**src/rtl/gpio_debounce_pkg.sv**
```systemverilog
// Shared definitions for the GPIO switch debouncer: default debounce period
// and the counter type used at the default counter width.
package gpio_defs;

    localparam int unsigned GPIO_CNT_W      = 20;
    localparam int unsigned DEB_CYCLES_10MS = 1_000_000;  // 10 ms at 100 MHz

    typedef logic [GPIO_CNT_W-1:0] gpio_deb_cnt_t;

endpackage

```
**src/rtl/gpio_debounce_bit.sv**
```systemverilog
// Single-bit synchroniser, stability counter and debounced level flop.
// Edge pulse flops exist only when GPIO_DEBOUNCE_IRQ_EN is defined.
module gpio_debounce_bit #(
    parameter int unsigned SYNC_STAGES = 2,
    parameter int unsigned CNT_W       = 20,
    parameter int unsigned DEB_CYCLES  = 1_000_000
) (
    input  logic clk,
    input  logic rst,
    input  logic raw,
    output logic deb,
    output logic rise,
    output logic fall
);

    localparam logic [CNT_W-1:0] CNT_LAST = CNT_W'(DEB_CYCLES - 1);

    logic [SYNC_STAGES-1:0] sync;
    logic                   sync_q;
    logic [CNT_W-1:0]       cnt;

    always_ff @(posedge clk or posedge rst) begin
        if (rst) begin
            sync <= '0;
        end else begin
            sync <= {sync[SYNC_STAGES-2:0], raw};
        end
    end

    assign sync_q = sync[SYNC_STAGES-1];

    // The counter only runs while the synchronised input disagrees with the
    // accepted level; any agreement restarts the stability window.
    always_ff @(posedge clk or posedge rst) begin
        if (rst) begin
            cnt <= '0;
            deb <= 1'b0;
        end else if (sync_q == deb) begin
            cnt <= '0;
        end else if (cnt == CNT_LAST) begin
            deb <= sync_q;
            cnt <= '0;
        end else begin
            cnt <= cnt + 1'b1;
        end
    end

`ifdef GPIO_DEBOUNCE_IRQ_EN
    logic deb_d;

    always_ff @(posedge clk or posedge rst) begin
        if (rst) begin
            deb_d <= 1'b0;
            rise  <= 1'b0;
            fall  <= 1'b0;
        end else begin
            deb_d <= deb;
            rise  <= deb & ~deb_d;
            fall  <= ~deb & deb_d;
        end
    end
`else
    assign rise = 1'b0;
    assign fall = 1'b0;
`endif

endmodule

```
**src/rtl/gpio_debounce.sv**
```systemverilog
// Per-bit synchronise and debounce of board switch pins, with optional sticky
// edge interrupts (enabled by defining GPIO_DEBOUNCE_IRQ_EN).
module gpio_debounce
    import gpio_defs::*;
#(
    parameter int unsigned NUM_IN      = 16,
    parameter int unsigned SYNC_STAGES = 2,
    parameter int unsigned CNT_W       = GPIO_CNT_W,
    parameter int unsigned DEB_CYCLES  = DEB_CYCLES_10MS
) (
    input  logic              clk,
    input  logic              rst,
    input  logic [NUM_IN-1:0] raw_i,
    output logic [NUM_IN-1:0] deb_o,
    output logic [NUM_IN-1:0] rise_o,
    output logic [NUM_IN-1:0] fall_o,
    input  logic [NUM_IN-1:0] irq_en_i,
    input  logic [NUM_IN-1:0] irq_clr_i,
    output logic [NUM_IN-1:0] irq_pend_o,
    output logic              irq_o
);

    logic [NUM_IN-1:0] rise;
    logic [NUM_IN-1:0] fall;

    for (genvar i = 0; i < NUM_IN; i++) begin : g_bit
        gpio_debounce_bit #(
            .SYNC_STAGES (SYNC_STAGES),
            .CNT_W       (CNT_W),
            .DEB_CYCLES  (DEB_CYCLES)
        ) u_bit (
            .clk  (clk),
            .rst  (rst),
            .raw  (raw_i[i]),
            .deb  (deb_o[i]),
            .rise (rise[i]),
            .fall (fall[i])
        );
    end

    assign rise_o = rise;
    assign fall_o = fall;

`ifdef GPIO_DEBOUNCE_IRQ_EN
    logic [NUM_IN-1:0] pend;

    // A new edge wins over a simultaneous clear so no event is lost.
    always_ff @(posedge clk or posedge rst) begin
        if (rst) begin
            pend <= '0;
        end else begin
            pend <= (pend & ~irq_clr_i) | rise | fall;
        end
    end

    assign irq_pend_o = pend;
    assign irq_o      = |(pend & irq_en_i);
`else
    logic unused_irq_inputs;

    assign unused_irq_inputs = ^{irq_en_i, irq_clr_i};
    assign irq_pend_o        = '0;
    assign irq_o             = 1'b0;
`endif

endmodule

```
**config.mk**
```make
export PLATFORM = sky130hd
export DESIGN_NAME = gpio_debounce
export DESIGN_NICKNAME = d
export VERILOG_FILES = /design/src/rtl/gpio_debounce_pkg.sv /design/src/rtl/gpio_debounce_bit.sv /design/src/rtl/gpio_debounce.sv
export SDC_FILE = /design/constraint.sdc
export NUM_CORES = 1
export LEC_CHECK = 0
export CORE_UTILIZATION = 52
export CTS_BUF_LIST = sky130_fd_sc_hd__clkbuf_4 sky130_fd_sc_hd__clkbuf_8
export DETAILED_ROUTE_END_ITERATION = 10
export GPL_ROUTABILITY_DRIVEN = 0
export HOLD_SLACK_MARGIN = 0.06
export PLACE_DENSITY = 0.71
export SLEW_MARGIN = 5
export SYNTH_ARGS = -nofsm -noshare
export SYNTH_HDL_FRONTEND = slang
export SYNTH_HIERARCHICAL = 1
export SYNTH_SLANG_ARGS = --single-unit
```
**constraint.sdc**
```tcl
create_clock -name clk -period 2.6 [get_ports clk]
set_input_delay 0.39 -clock clk [delete_from_list [all_inputs] [get_ports clk]]
set_output_delay 0.39 -clock clk [all_outputs]
set_load 0.01 [all_outputs]
```
==> metrics.md <==
| Metric | Value |
|---|---|
| Outcome | `complete, no violations` |
| CTS Hold Bufs | `0` |
| Cts repair resizes | `0` |
| Ant diodes | `0` |
| Largest net degree at the start of global routing | `24` |
| Crit path launch type | `flip-flop` |
| Vias in the first global route | `12900` |
| CP bufs+invs | `1` |
| CP endpoint kind | `output pin` |
| Peak VDD IR | `approximately 460 uV` |
| Gr usage total | `0.192` |
| Worst-path clk slew | `around 60 ps` |
| Yosys top cell by area | `dfrtp_1` |
| Die area | `36000 um^2` |
| Syn Area/Cell | `10.1 um^2` |
| Root Buffer | `clkbuf_8` |
| Hold_ws | `approximately 190 ps` |
| Leakage Power | `8.45 nW` |
| Pre-Repair DR Iteration Count | `5` |
| Finished Cell Area | `just over 20000 um^2` |
| Fmax | `0.502 GHz` |
| DP Area | `19100 um^2` |
| First-pass GRT wire length | `58400 um` |
| Core footprint | `34600 um^2` |
| R2R Setup Slk | `around 650 ps` |
| Via count | `around 13000` |
| Post-synthesis cell area | `about 18000 um^2` |
| Fraction of layout instances using a drive strength above 1 | `0.111` |
| CP required | `about 2200 ps` |
| Overall die height | `190 um` |
| Worst slew pin tran | `between 800 and 900 ps` |
| CTS tree | `built` |
| CTS Buf Count | `59` |
| Share of the synthesized area in the top cell type | `0.502` |
| RSZ-0062 raised after global routing | `no` |
| Yosys warns | `6` |
| Die width | `190 um` |
| Max-Cap Viols | `0` |
| DRC viols | `0` |
| Drt wl/cell | `13.5 um` |
| Initial antenna violation count | `0` |
| Initial core utilization | `0.529` |
| Worst Hold Class | `input pin to flip-flop` |
| # IOs | `115` |
| Relative slew slack | `0.418` |
| Crit path DAT | `1600 ps` |
| Register area share after synthesis | `0.502` |
| Final ANT Viol Nets | `0` |
| Clk sinks | `roughly 370` |
| Final Max Slew Viols | `0` |
| DPL Wire Length | `21500 um` |
| Synth cell types | `28` |
| Fill count | `2936` |
| Part of the cycle the worst path needs | `0.766` |
| Largest stage delay on the critical path | `580 ps` |
| Main area contributors after synthesis | `dfrtp_1 (50%), xnor2_1 (8.4%), nor2_1 (6.2%), xor2_1 (3.8%), nand3_1 (2.6%)` |
| Pwr dens | `581 nW/um^2` |
| Area grow syn2layout | `11.6%` |
| Final hold vios | `0` |
| Flops & latches, synth | `368` |
| Final count of negative-setup-slack endpoints | `0` |
| Clock Latency Late Sink | `640 ps` |
| Cell family with most CP delay | `buffers and inverters` |
| Port-buffer cells | `33` |
| DRT Wirelength | `32400 um` |
| Mapped Cells | `1810` |
| Drt initial violations | `601` |
| Grt total ovfl | `0` |
| CP max-delay cell | `clkdlybuf4s50_1` |
| Layout Utilization | `0.591` |
| Layout Skew | `30.0 ps` |
| Kind of critical path | `flip-flop to output pin` |
| Final #Nets | `1962` |
| Fin crit period | `around 2000 ps` |
| Htree depth | `2` |
| CP Cell Sequence | `clkdlybuf4s50_1` |
| Site Rows | `68` |
| # Post-CTS Setup Buffers | `0` |
| Clock Path Buffers | `3` |
| Critical path fanouts, max | `3` |
| Setup_tns | `0 ps` |
| Vias/cell | `5.35` |
[cell usage after synthesis]
cell type  count
nor3_1        80
or3_1         32
mux2_2        16
nand4_1       48
o21ai_2       16
and2_1        16
and4_1        32
nor4_1        64
nor4_2        16
o21ai_0       32
nor2_1       304
nand4_4       16
xnor2_1      176
nand4_2       16
buf_4         49
conb_1        17
a21oi_1       32
xor2_1        80
ha_1          16
inv_1         80
buf_2         16
mux2i_1       32
dfrtp_1      368
nand3_1       96
or4_1         16
nand2_1       96
nor4b_1       32
and3_1        16
[placed cells by master, fill, tap and decap left out, types with 13 or more instances in the layout]
cell type,count
a21oi_1,32
and2_1,16
and3_1,16
and4_1,32
buf_4,25
clkbuf_4,14
clkbuf_8,77
clkdlybuf4s50_1,33
clkinv_2,13
conb_1,49
dfrtp_1,368
ha_1,16
inv_1,80
mux2_2,16
mux2i_1,32
nand2_1,96
nand3_1,96
nand4_1,48
nand4_2,16
nand4_4,16
nor2_1,304
nor3_1,80
nor4_1,64
nor4_2,16
nor4b_1,32
o21ai_0,32
o21ai_2,16
or3_1,32
or4_1,16
xnor2_1,176
xor2_1,80
[cell families (layout without fill, tap and decap cells)]
| kind of cell | after synthesis | in the layout | synth area share |
|---|---|---|---|
| AOI/OAI and AO/OA | 80 | 80 | 0.0251 |
| xor gates and xnor gates | 256 | 256 | 0.122 |
| adders and majority gates | 16 | 16 | 0.0109 |
| buffers and inverters | 145 | 248 | 0.0408 |
| DFF | 368 | 368 | 0.502 |
| muxes | 48 | 48 | 0.0273 |
| other | 17 | 49 | 0.00348 |
| and+or+nand+nor | 880 | 880 | 0.268 |
[per-stage QoR]
step                      setup WS, ps  cells  total power, mW
after floorplan                    981   1842             6.32
after global placement             677   2290             6.40
after detailed placement           623   2290             6.42
after CTS                          520   2400             12.1
after global routing               460   2400             12.4
final                              607   2400             11.9
[per-layer routing]
| metal | GRT usage | vias up | share of wire | wire length, um |
|---|---|---|---|---|
| li1 | - | 6367 | - | - |
| met1 | 0.250 | 6208 | 0.46 | 15000 |
| met2 | 0.320 | 206 | 0.48 | 15400 |
| met3 | 0.0332 | 58 | 0.036 | 1170 |
| met4 | 0.0741 | 0 | 0.023 | 731 |
| met5 | 0 | - | 0 | 0 |
[cell type report]
class / count / area [um^2] / share of cell area
flip-flops and latches: 368 / 9210 / 0.450
clock inverters: 19 / 209 / 0.0102
clock buffers: 91 / 1160 / 0.0569
inverters: 80 / 300 / 0.0147
multi-input cells: 1329 / 8490 / 0.415
repair buffers: 58 / 518 / 0.0253
well taps: 455 / 569 / 0.0278
[sequential cells by signal (all words and copies together) (netlist names)]
name / flops
g_bit.u_bit/cnt: 320
g_bit.u_bit/deb: 16
g_bit.u_bit/sync: 32
[final timing paths]
kind,from,endpoint,cells past startpoint
max in group asynchronous,rst,g_bit[11].u_bit/cnt[17],2
hold / removal,raw_i[0],g_bit[0].u_bit/sync[0],1
setup reg to reg,g_bit[3].u_bit/cnt[0],g_bit[3].u_bit/cnt[13],5
min in group asynchronous,rst,g_bit[6].u_bit/cnt[2],3
setup / recovery,g_bit[5].u_bit/deb,deb_o[5],1
hold reg to reg,g_bit[0].u_bit/sync[0],g_bit[0].u_bit/sync[1],0
[power by group]
part | total (mW) | internal [mW] | switching [mW]
Clock | 5.58 | 3.26 | 2.32
Combinational | 0.405 | 0.120 | 0.285
Sequential | 5.90 | 5.81 | 0.0830
(Power assumes the default switching activity.)
